===== config.mk =====
export PLATFORM = sky130hd
export DESIGN_NAME = serial_subtractor
export DESIGN_NICKNAME = d
export VERILOG_FILES = /design/src/rtl/serial_subtractor.sv
export SDC_FILE = /design/constraint.sdc
export NUM_CORES = 1
export LEC_CHECK = 0
export ABC_AREA = 1
export BUFFER_PORTS_ARGS = -buffer_cell sky130_fd_sc_hd__buf_2
export CAP_MARGIN = 30
export CORE_ASPECT_RATIO = 0.6
export CORE_MARGIN = 1.5
export CORE_UTILIZATION = 55
export CTS_CLUSTER_SIZE = 20
export DETAILED_ROUTE_END_ITERATION = 8
export PLACE_DENSITY = 0.78
export SLEW_MARGIN = 10
export SYNTH_ARGS = -nofsm -noshare
export SYNTH_HDL_FRONTEND = slang
export SYNTH_SLANG_ARGS = --single-unit

===== constraint.sdc =====
create_clock -name clk -period 1.3 [get_ports clk]
set_input_delay 0.065 -clock clk [delete_from_list [all_inputs] [get_ports clk]]
set_output_delay 0.065 -clock clk [all_outputs]
set_load 0.005 [all_outputs]

===== src/rtl/serial_subtractor.sv =====
// serial_subtractor
//   Bit-serial unsigned subtractor: computes (a - b) mod 2^WIDTH one bit per
//   clock, LSB first, carrying the borrow in a flop between bit slices.
//
// Ports
//   clk        : clock, all state changes on the rising edge
//   rst        : synchronous active-high reset (priority over start)
//   start      : request a subtraction; only looked at while idle
//   a, b       : minuend / subtrahend, captured on the accepting edge
//   busy       : high while bit slices are being processed
//   done       : one-cycle pulse, diff/borrow_out freshly valid
//   diff       : (a - b) mod 2^WIDTH, held until the next completion
//   borrow_out : final borrow, 1 iff a < b (unsigned), held likewise
module serial_subtractor #(
  parameter int WIDTH = 8
) (
  input  logic             clk,
  input  logic             rst,
  input  logic             start,
  input  logic [WIDTH-1:0] a,
  input  logic [WIDTH-1:0] b,
  output logic             busy,
  output logic             done,
  output logic [WIDTH-1:0] diff,
  output logic             borrow_out
);

  localparam int CW = $clog2(WIDTH);
  localparam logic [CW-1:0] LAST = CW'(WIDTH - 1);

  typedef enum logic [1:0] {
    ST_IDLE  = 2'd0,
    ST_SHIFT = 2'd1,
    ST_DONE  = 2'd2
  } state_t;

  // Full-subtractor difference bit for one slice.
  function automatic logic sub_diff(input logic x, input logic y, input logic bin);
    return x ^ y ^ bin;
  endfunction

  // Full-subtractor borrow: borrow when x<y, or when x==y and a borrow came in.
  function automatic logic sub_borrow(input logic x, input logic y, input logic bin);
    return (~x & y) | (~(x ^ y) & bin);
  endfunction

  state_t           state_r, state_s;
  logic [WIDTH-1:0] sa_r, sa_s;
  logic [WIDTH-1:0] sb_r, sb_s;
  logic [WIDTH-1:0] sr_r, sr_s;
  logic             br_r, br_s;
  logic [CW-1:0]    cnt_r, cnt_s;
  logic             busy_r, busy_s;
  logic             done_r, done_s;
  logic [WIDTH-1:0] diff_r, diff_s;
  logic             bout_r, bout_s;
  logic             d_s;
  logic             nb_s;

  // Next-state and next-output logic for the controller and datapath.
  always_comb begin
    state_s = state_r;
    sa_s    = sa_r;
    sb_s    = sb_r;
    sr_s    = sr_r;
    br_s    = br_r;
    cnt_s   = cnt_r;
    busy_s  = busy_r;
    done_s  = done_r;
    diff_s  = diff_r;
    bout_s  = bout_r;
    d_s     = sub_diff(sa_r[0], sb_r[0], br_r);
    nb_s    = sub_borrow(sa_r[0], sb_r[0], br_r);

    case (state_r)
      ST_IDLE: begin
        if (start) begin
          sa_s    = a;
          sb_s    = b;
          br_s    = 1'b0;
          cnt_s   = '0;
          busy_s  = 1'b1;
          state_s = ST_SHIFT;
        end else begin
          state_s = ST_IDLE;
        end
      end
      ST_SHIFT: begin
        sa_s  = {1'b0, sa_r[WIDTH-1:1]};
        sb_s  = {1'b0, sb_r[WIDTH-1:1]};
        sr_s  = {d_s, sr_r[WIDTH-1:1]};
        br_s  = nb_s;
        cnt_s = cnt_r + CW'(1);
        if (cnt_r == LAST) begin
          // Last slice: publish the assembled result and final borrow.
          diff_s  = {d_s, sr_r[WIDTH-1:1]};
          bout_s  = nb_s;
          busy_s  = 1'b0;
          done_s  = 1'b1;
          state_s = ST_DONE;
        end else begin
          state_s = ST_SHIFT;
        end
      end
      ST_DONE: begin
        done_s  = 1'b0;
        state_s = ST_IDLE;
      end
      default: begin
        busy_s  = 1'b0;
        done_s  = 1'b0;
        state_s = ST_IDLE;
      end
    endcase
  end

  // State and output registers with synchronous reset.
  always_ff @(posedge clk) begin
    if (rst) begin
      state_r <= ST_IDLE;
      sa_r    <= '0;
      sb_r    <= '0;
      sr_r    <= '0;
      br_r    <= 1'b0;
      cnt_r   <= '0;
      busy_r  <= 1'b0;
      done_r  <= 1'b0;
      diff_r  <= '0;
      bout_r  <= 1'b0;
    end else begin
      state_r <= state_s;
      sa_r    <= sa_s;
      sb_r    <= sb_s;
      sr_r    <= sr_s;
      br_r    <= br_s;
      cnt_r   <= cnt_s;
      busy_r  <= busy_s;
      done_r  <= done_s;
      diff_r  <= diff_s;
      bout_r  <= bout_s;
    end
  end

  assign busy       = busy_r;
  assign done       = done_r;
  assign diff       = diff_r;
  assign borrow_out = bout_r;

endmodule

==> results of run 1 <==
[layout by cell type (no fill, tap or decap), types with 8 or more instances in the layout]
cell | netlist | final
nor2_1 | 56 | 56
dfxtp_1 | 40 | 40
buf_2 | 4 | 29
nand2_1 | 72 | 72
nand3b_1 | 13 | 13
a21oi_1 | 8 | 8
nand3_1 | 21 | 21
inv_1 | 11 | 11
o21ai_0 | 9 | 9
buf_4 | 8 | 9
[stage by stage]
stage               hold WS, ns  cells  power [mW]
finish                   0.0453    329        2.69
global route             0.0399    329        2.83
CTS                      0.0414    329        2.70
detailed placement        0.345    321        1.71
global placement          0.341    321        1.71
floorplan                 0.229    255        1.63
[final timing paths]
kind	cells past startpoint	end	from
worst max-delay path	7	diff[2]$_SDFFE_PP0P_	cnt_r[0]$_SDFFE_PP0P_
worst min-delay path	3	sa_r[7]$_SDFFE_PP0P_	a[7]
worst max register to register	7	diff[2]$_SDFFE_PP0P_	cnt_r[0]$_SDFFE_PP0P_
worst min register to register	2	diff[5]$_SDFFE_PP0P_	sr_r[6]$_SDFFE_PP0P_
[state kept, by name, indices dropped and copies added (netlist names)]
register	flops
sb_r	8
state_r	2
sr_r	7
sa_r	8
done	1
br_r	1
busy	1
diff	8
borrow_out	1
cnt_r	3
[worst reg2reg max path: stages, from the launching register on]
cell     delay (ns)
dfxtp_1        0.35
ha_1           0.16
ha_2           0.20
nand2_2        0.07
buf_4          0.17
nand2_1        0.06
nand2_1        0.04
nor2_1         0.10
[power groups by stage]
stage                     Sequential (mW)  Combinational (mW)  Clock, mW
after floorplan                      1.35               0.271          0
after global placement               1.36               0.343          0
after detailed placement             1.37               0.347          0
after CTS                            1.34               0.351       1.01
after global routing                 1.35               0.400       1.08
final                                1.34               0.350       1.00
[cell usage after synthesis]
cell type  number  area share
dfxtp_1        40        0.44
nand2_4         1      0.0062
nor2_1         56        0.12
buf_6           1      0.0062
buf_2           4       0.011
nand2_1        72        0.15
nand3b_1       13       0.054
o21ai_0         9       0.025
buf_4           8       0.033
nand2_2         2      0.0069
inv_4           1      0.0035
nor2_2          2      0.0069
ha_1            2       0.014
o21ai_2         1      0.0049
a21oi_1         8       0.022
inv_1          11       0.023
clkbuf_1        2      0.0042
fa_1            1       0.011
nand3_1        21       0.058
[kinds of logic after synthesis]
family,share of synthesized area
flops,0.444
compound gates,0.0520
fa+ha+maj,0.0249
buf+inv,0.0811
simple gates,0.398
[cell type report]
class / instances / area [um2]
clock inverters: 3 / 42.5
well taps: 42 / 52.6
fillers: 275 / 897
inverters: 12 / 47.5
multi-input cells: 188 / 861
repair buffers: 39 / 233
clock buffers: 5 / 68.8
flip-flops and latches: 40 / 801
[routing by layer]
metal / vias to the layer above / GRT usage
met1: 705 / 0.294
met3: 5 / 0.0757
met4: 0 / 0.0556
met2: 48 / 0.315
li1: 861 / -
met5: - / 0
==> run metrics, run 1 <==
Final Core Density=0.701; Critical Path Slowest Stage Cell=dfxtp_1; largest net degree at the start of global routing=36; VDD IR-drop max=873 uV; cts hold-fix bufs=0; placed inst area=0.00199 mm2; Crit. End Element=flop; M1 WL=1890 um; Worst-path clk slew=0.07 ns; Final Cycle Share=0.927; measured slew at the worst slew-check pin=0.325 ns; die height=47.4 um; Global Route Usage Sum=0.211; met2 WL post-DR=1450 um; initial antenna violation count=0; Synth Net Count=277; pre-CTS setup slack=0.0587 ns; Required @ worst endpoint=1.52 ns; pwr/cell area=1280 mW/mm2; minimum clock period=1.20 ns; Post-Route WL=3600 um; critical path type=reg2reg; Sw Share=0.251; Combinational Power Share=0.130; I/O Pins=30; Critical Path AT=1.43 ns; crit path max fanout=7; Pre-antenna DRT Iters=4; CP dominant cell by count=nand2_1; drt wl/cell=10.9 um; Final Hold Vio Count=0; Clock power frac=0.373; Routed Antenna Nets=0; Pleak=1.05 nW; Mean Syn Cell Area=7.08 um2; Mapped Area=0.00181 mm2; met3 WL=218 um; Setup TNS Final=0 ns; slew margin rel.=0.783; Nets=308; std cell rows=15; internal power=2.02 mW; vias per cell=4.92; number of setup buffers added after CTS=0; largest stage delay on the critical path=0.35 ns; GRT Residual Overflow=0; clk buf depth=2; register area share after synthesis=0.444; highest metal used=met4; CTS Buf Count=5; antenna cells=0; startpoint types=flop; synthesized flop and latch total=40; CTS Sinks=40; Max-Cap Viols=0; H-tree levels=2; worst reg-to-reg setup slack=0.1 ns; port bufs=29; Critical path buffers and inverters=1; Mapped Cells=255; core area=0.00300 mm2; GP Congestion=0.783; Slew Viols, Final=0; post-synth cell types=19; Starting Density=0.601; via count=1619; area growth from synthesis to layout=16.6%; final worst slack=0.0954 ns; Gates resized, CTS repair=0; crit path cell chain=ha_1 -> ha_2 -> nand2_2 -> buf_4 -> nand2_1 -> nand2_1 -> nor2_1; Final HPWL DP=2500 um; die width=77.0 um; Hold WC Path Type=in2reg; die footprint=0.00365 mm2; Worst Clk Skew=0.0101 ns; sequential share of power=0.497; RSZ-0062 raised after global routing=no; sw power=677 uW; first-pass GRT wire length=5800 um; post-route cell area=0.00211 mm2; status=complete, no violations; Remaining DRCs=0; vias in the first global route=1304; Max Freq=830 MHz; Final Setup Violations=0; share of post-route cells with drive strength above 1=0.192; Worst-Skew Late Latency=0.29 ns; delay-heaviest family, CP=adder cells; root buffer cell=clkbuf_8; iteration-0 DRC count of the detailed router=89; TritonCTS clock tree=built; yosys warns=0
Power figures use the tool's default switching activity.
==> run 2: changes to the inputs <==
--- a/config.mk
+++ b/config.mk
@@ -10,10 +10,10 @@
 export CAP_MARGIN = 30
 export CORE_ASPECT_RATIO = 0.6
 export CORE_MARGIN = 1.5
-export CORE_UTILIZATION = 55
+export CORE_UTILIZATION = 59
 export CTS_CLUSTER_SIZE = 20
 export DETAILED_ROUTE_END_ITERATION = 8
-export PLACE_DENSITY = 0.78
+export PLACE_DENSITY = 0.83
 export SLEW_MARGIN = 10
 export SYNTH_ARGS = -nofsm -noshare
 export SYNTH_HDL_FRONTEND = slang
==> constraint.sdc (replaced) <==
create_clock -name clk -period 1.4 [get_ports clk]
set_input_delay 0.07 -clock clk [delete_from_list [all_inputs] [get_ports clk]]
set_output_delay 0.07 -clock clk [all_outputs]
set_load 0.005 [all_outputs]
==> run 2 against run 1 <==
Cell count down 1.8%. Utilization up 3.8 points. First-iteration DRC count up 52%. Worst hold slack worse by 0.0036 ns. Register-to-register slack better by 0.02 ns.
==> run metrics, run 2 (synthesis gave the netlist of run 1 again) <==
status=complete, no violations (unchanged); root buffer cell=clkbuf_8 (unchanged); share of post-route cells with drive strength above 1=0.171 (was 0.192); die footprint=0.00341 mm2 (was 0.00365 mm2); Slew Viols, Final=0 (unchanged); Nets=302 (was 308); Layout fillers=240 (was 275); RSZ-0062 raised after global routing=no (unchanged); Final Hold Vio Count=0 (unchanged); port bufs=29 (unchanged); Crit. End Element=flop (unchanged); measured slew at the worst slew-check pin=0.510 ns (was 0.325 ns); vias in the first global route=1446 (was 1304); I/O Pins=30 (unchanged); drt wl/cell=11.7 um (was 10.9 um); Pre-antenna DRT Iters=7 (was 4); Worst-path clk slew=0.08 ns (was 0.07 ns); placed inst area=0.00195 mm2 (was 0.00199 mm2); CTS Buf Count=5 (unchanged); antenna cells=0 (unchanged); most frequent cells in the layout=nand2_1 (72), nor2_1 (56), dfxtp_1 (40) (unchanged); Routed Antenna Nets=0 (unchanged); minimum clock period=1.29 ns (was 1.20 ns); Remaining DRCs=0 (unchanged); die height=45.9 um (was 47.4 um); Final Cycle Share=0.921 (was 0.927); Setup TNS Final=0 ns (unchanged); slew margin rel.=0.659 (was 0.783); Final HPWL DP=2390 um (was 2500 um); Final Setup Violations=0 (unchanged); via count=1654 (was 1619); die width=74.4 um (was 77.0 um); Post-Route WL=3770 um (was 3600 um); cts hold-fix bufs=0 (unchanged); Max Freq=776 MHz (was 830 MHz); Worst R2R Path Depth=6 (was 7); Pleak=1.07 nW (was 1.05 nW); TritonCTS clock tree=built (unchanged); std cell rows=15 (unchanged); first-pass GRT wire length=6340 um (was 5800 um); Required @ worst endpoint=1.60 ns (was 1.52 ns); core area=0.00289 mm2 (was 0.00300 mm2); GRT Residual Overflow=0 (unchanged); Hold WC Path Type=in2reg (unchanged); Critical Path AT=1.48 ns (was 1.43 ns); Max-Cap Viols=0 (unchanged); GP Congestion=0.763 (was 0.783); vias per cell=5.12 (was 4.92); register area=801 um2 (unchanged); initial antenna violation count=0 (unchanged); clk buf depth=2 (unchanged); area growth from synthesis to layout=18.3% (was 16.6%); Starting Density=0.625 (was 0.601); Min-Delay Path Depth=3 (unchanged); iteration-0 DRC count of the detailed router=135 (was 89); Worst Clk Skew=0.00303 ns (was 0.0101 ns); Global Route Usage Sum=0.253 (was 0.211); Worst-Skew Late Latency=0.29 ns (about the same); startpoint types=flop (unchanged); H-tree levels=2 (unchanged); critical path type=reg2reg (unchanged); largest net degree at the start of global routing=36 (unchanged); Final Core Density=0.739 (was 0.701); pwr/cell area=1340 mW/mm2 (was 1280 mW/mm2); post-route cell area=0.00214 mm2 (was 0.00211 mm2); hold_ws=0.0417 ns (was 0.0453 ns); multi-input logic area=885 um2 (was 861 um2); Total Power=2.87 mW (was 2.69 mW); number of setup buffers added after CTS=0 (unchanged); VDD IR-drop max=1260 uV (was 873 uV); most common cell after layout, fill and taps aside=nand2_1 (unchanged); crit path max fanout=16 (was 7); CTS Sinks=40 (unchanged)
[run 2: final timing paths]
check,start,end,slack (ns)
max,cnt_r[0]$_SDFFE_PP0P_,diff[0]$_SDFFE_PP0P_,0.11
min,a[7],sa_r[7]$_SDFFE_PP0P_,0.04
max reg2reg,cnt_r[0]$_SDFFE_PP0P_,diff[0]$_SDFFE_PP0P_,0.11
min reg2reg,busy$_SDFFE_PP0P_,busy$_SDFFE_PP0P_,0.47
[run 2: where the power goes]
group	internal (mW)	leakage [nW]	switching [mW]
registers	1.21	0.328	0.0396
clock network	0.891	0.0784	0.407
logic	0.134	0.662	0.194
total	2.23	1.07	0.641
[run 2: cell type report]
class,count,share of cell area
Clock buffer,5,0.0322
Inverter,12,0.0223
Sequential cell,40,0.375
Tap cell,42,0.0246
Timing Repair Buffer,33,0.0896
Clock inverter,3,0.0422
Multi-Input combinational cell,188,0.414
[run 2: timing repair]
action	CTS	global route
endpoints found under the hold margin	0	0
endpoints found under the setup margin	0	17
gates resized for setup	0	5
[run 2: routing by layer]
| metal | share of wire | track usage | wire [um] |
|---|---|---|---|
| met5 | 0 | 0 | 0 |
| met4 | 0.014 | 0.0873 | 51 |
| met3 | 0.055 | 0.0730 | 209 |
| met2 | 0.45 | 0.386 | 1690 |
| met1 | 0.48 | 0.346 | 1820 |
[run 2: critical path: stages (launching register included)]
cell     delay, ns
dfxtp_1       0.33
ha_1          0.20
ha_1          0.23
nand2_4       0.19
nand2_1       0.10
nand2_1       0.10
nor2_1        0.04
[run 2: stage by stage]
stage          worst slack, ns  std cells
2_1_floorplan            0.243        255
3_3_place_gp             0.116        315
3_5_place_dp            0.0670        315
4_1_cts                 0.0402        323
5_1_grt                0.00349        323
6_report                 0.111        323
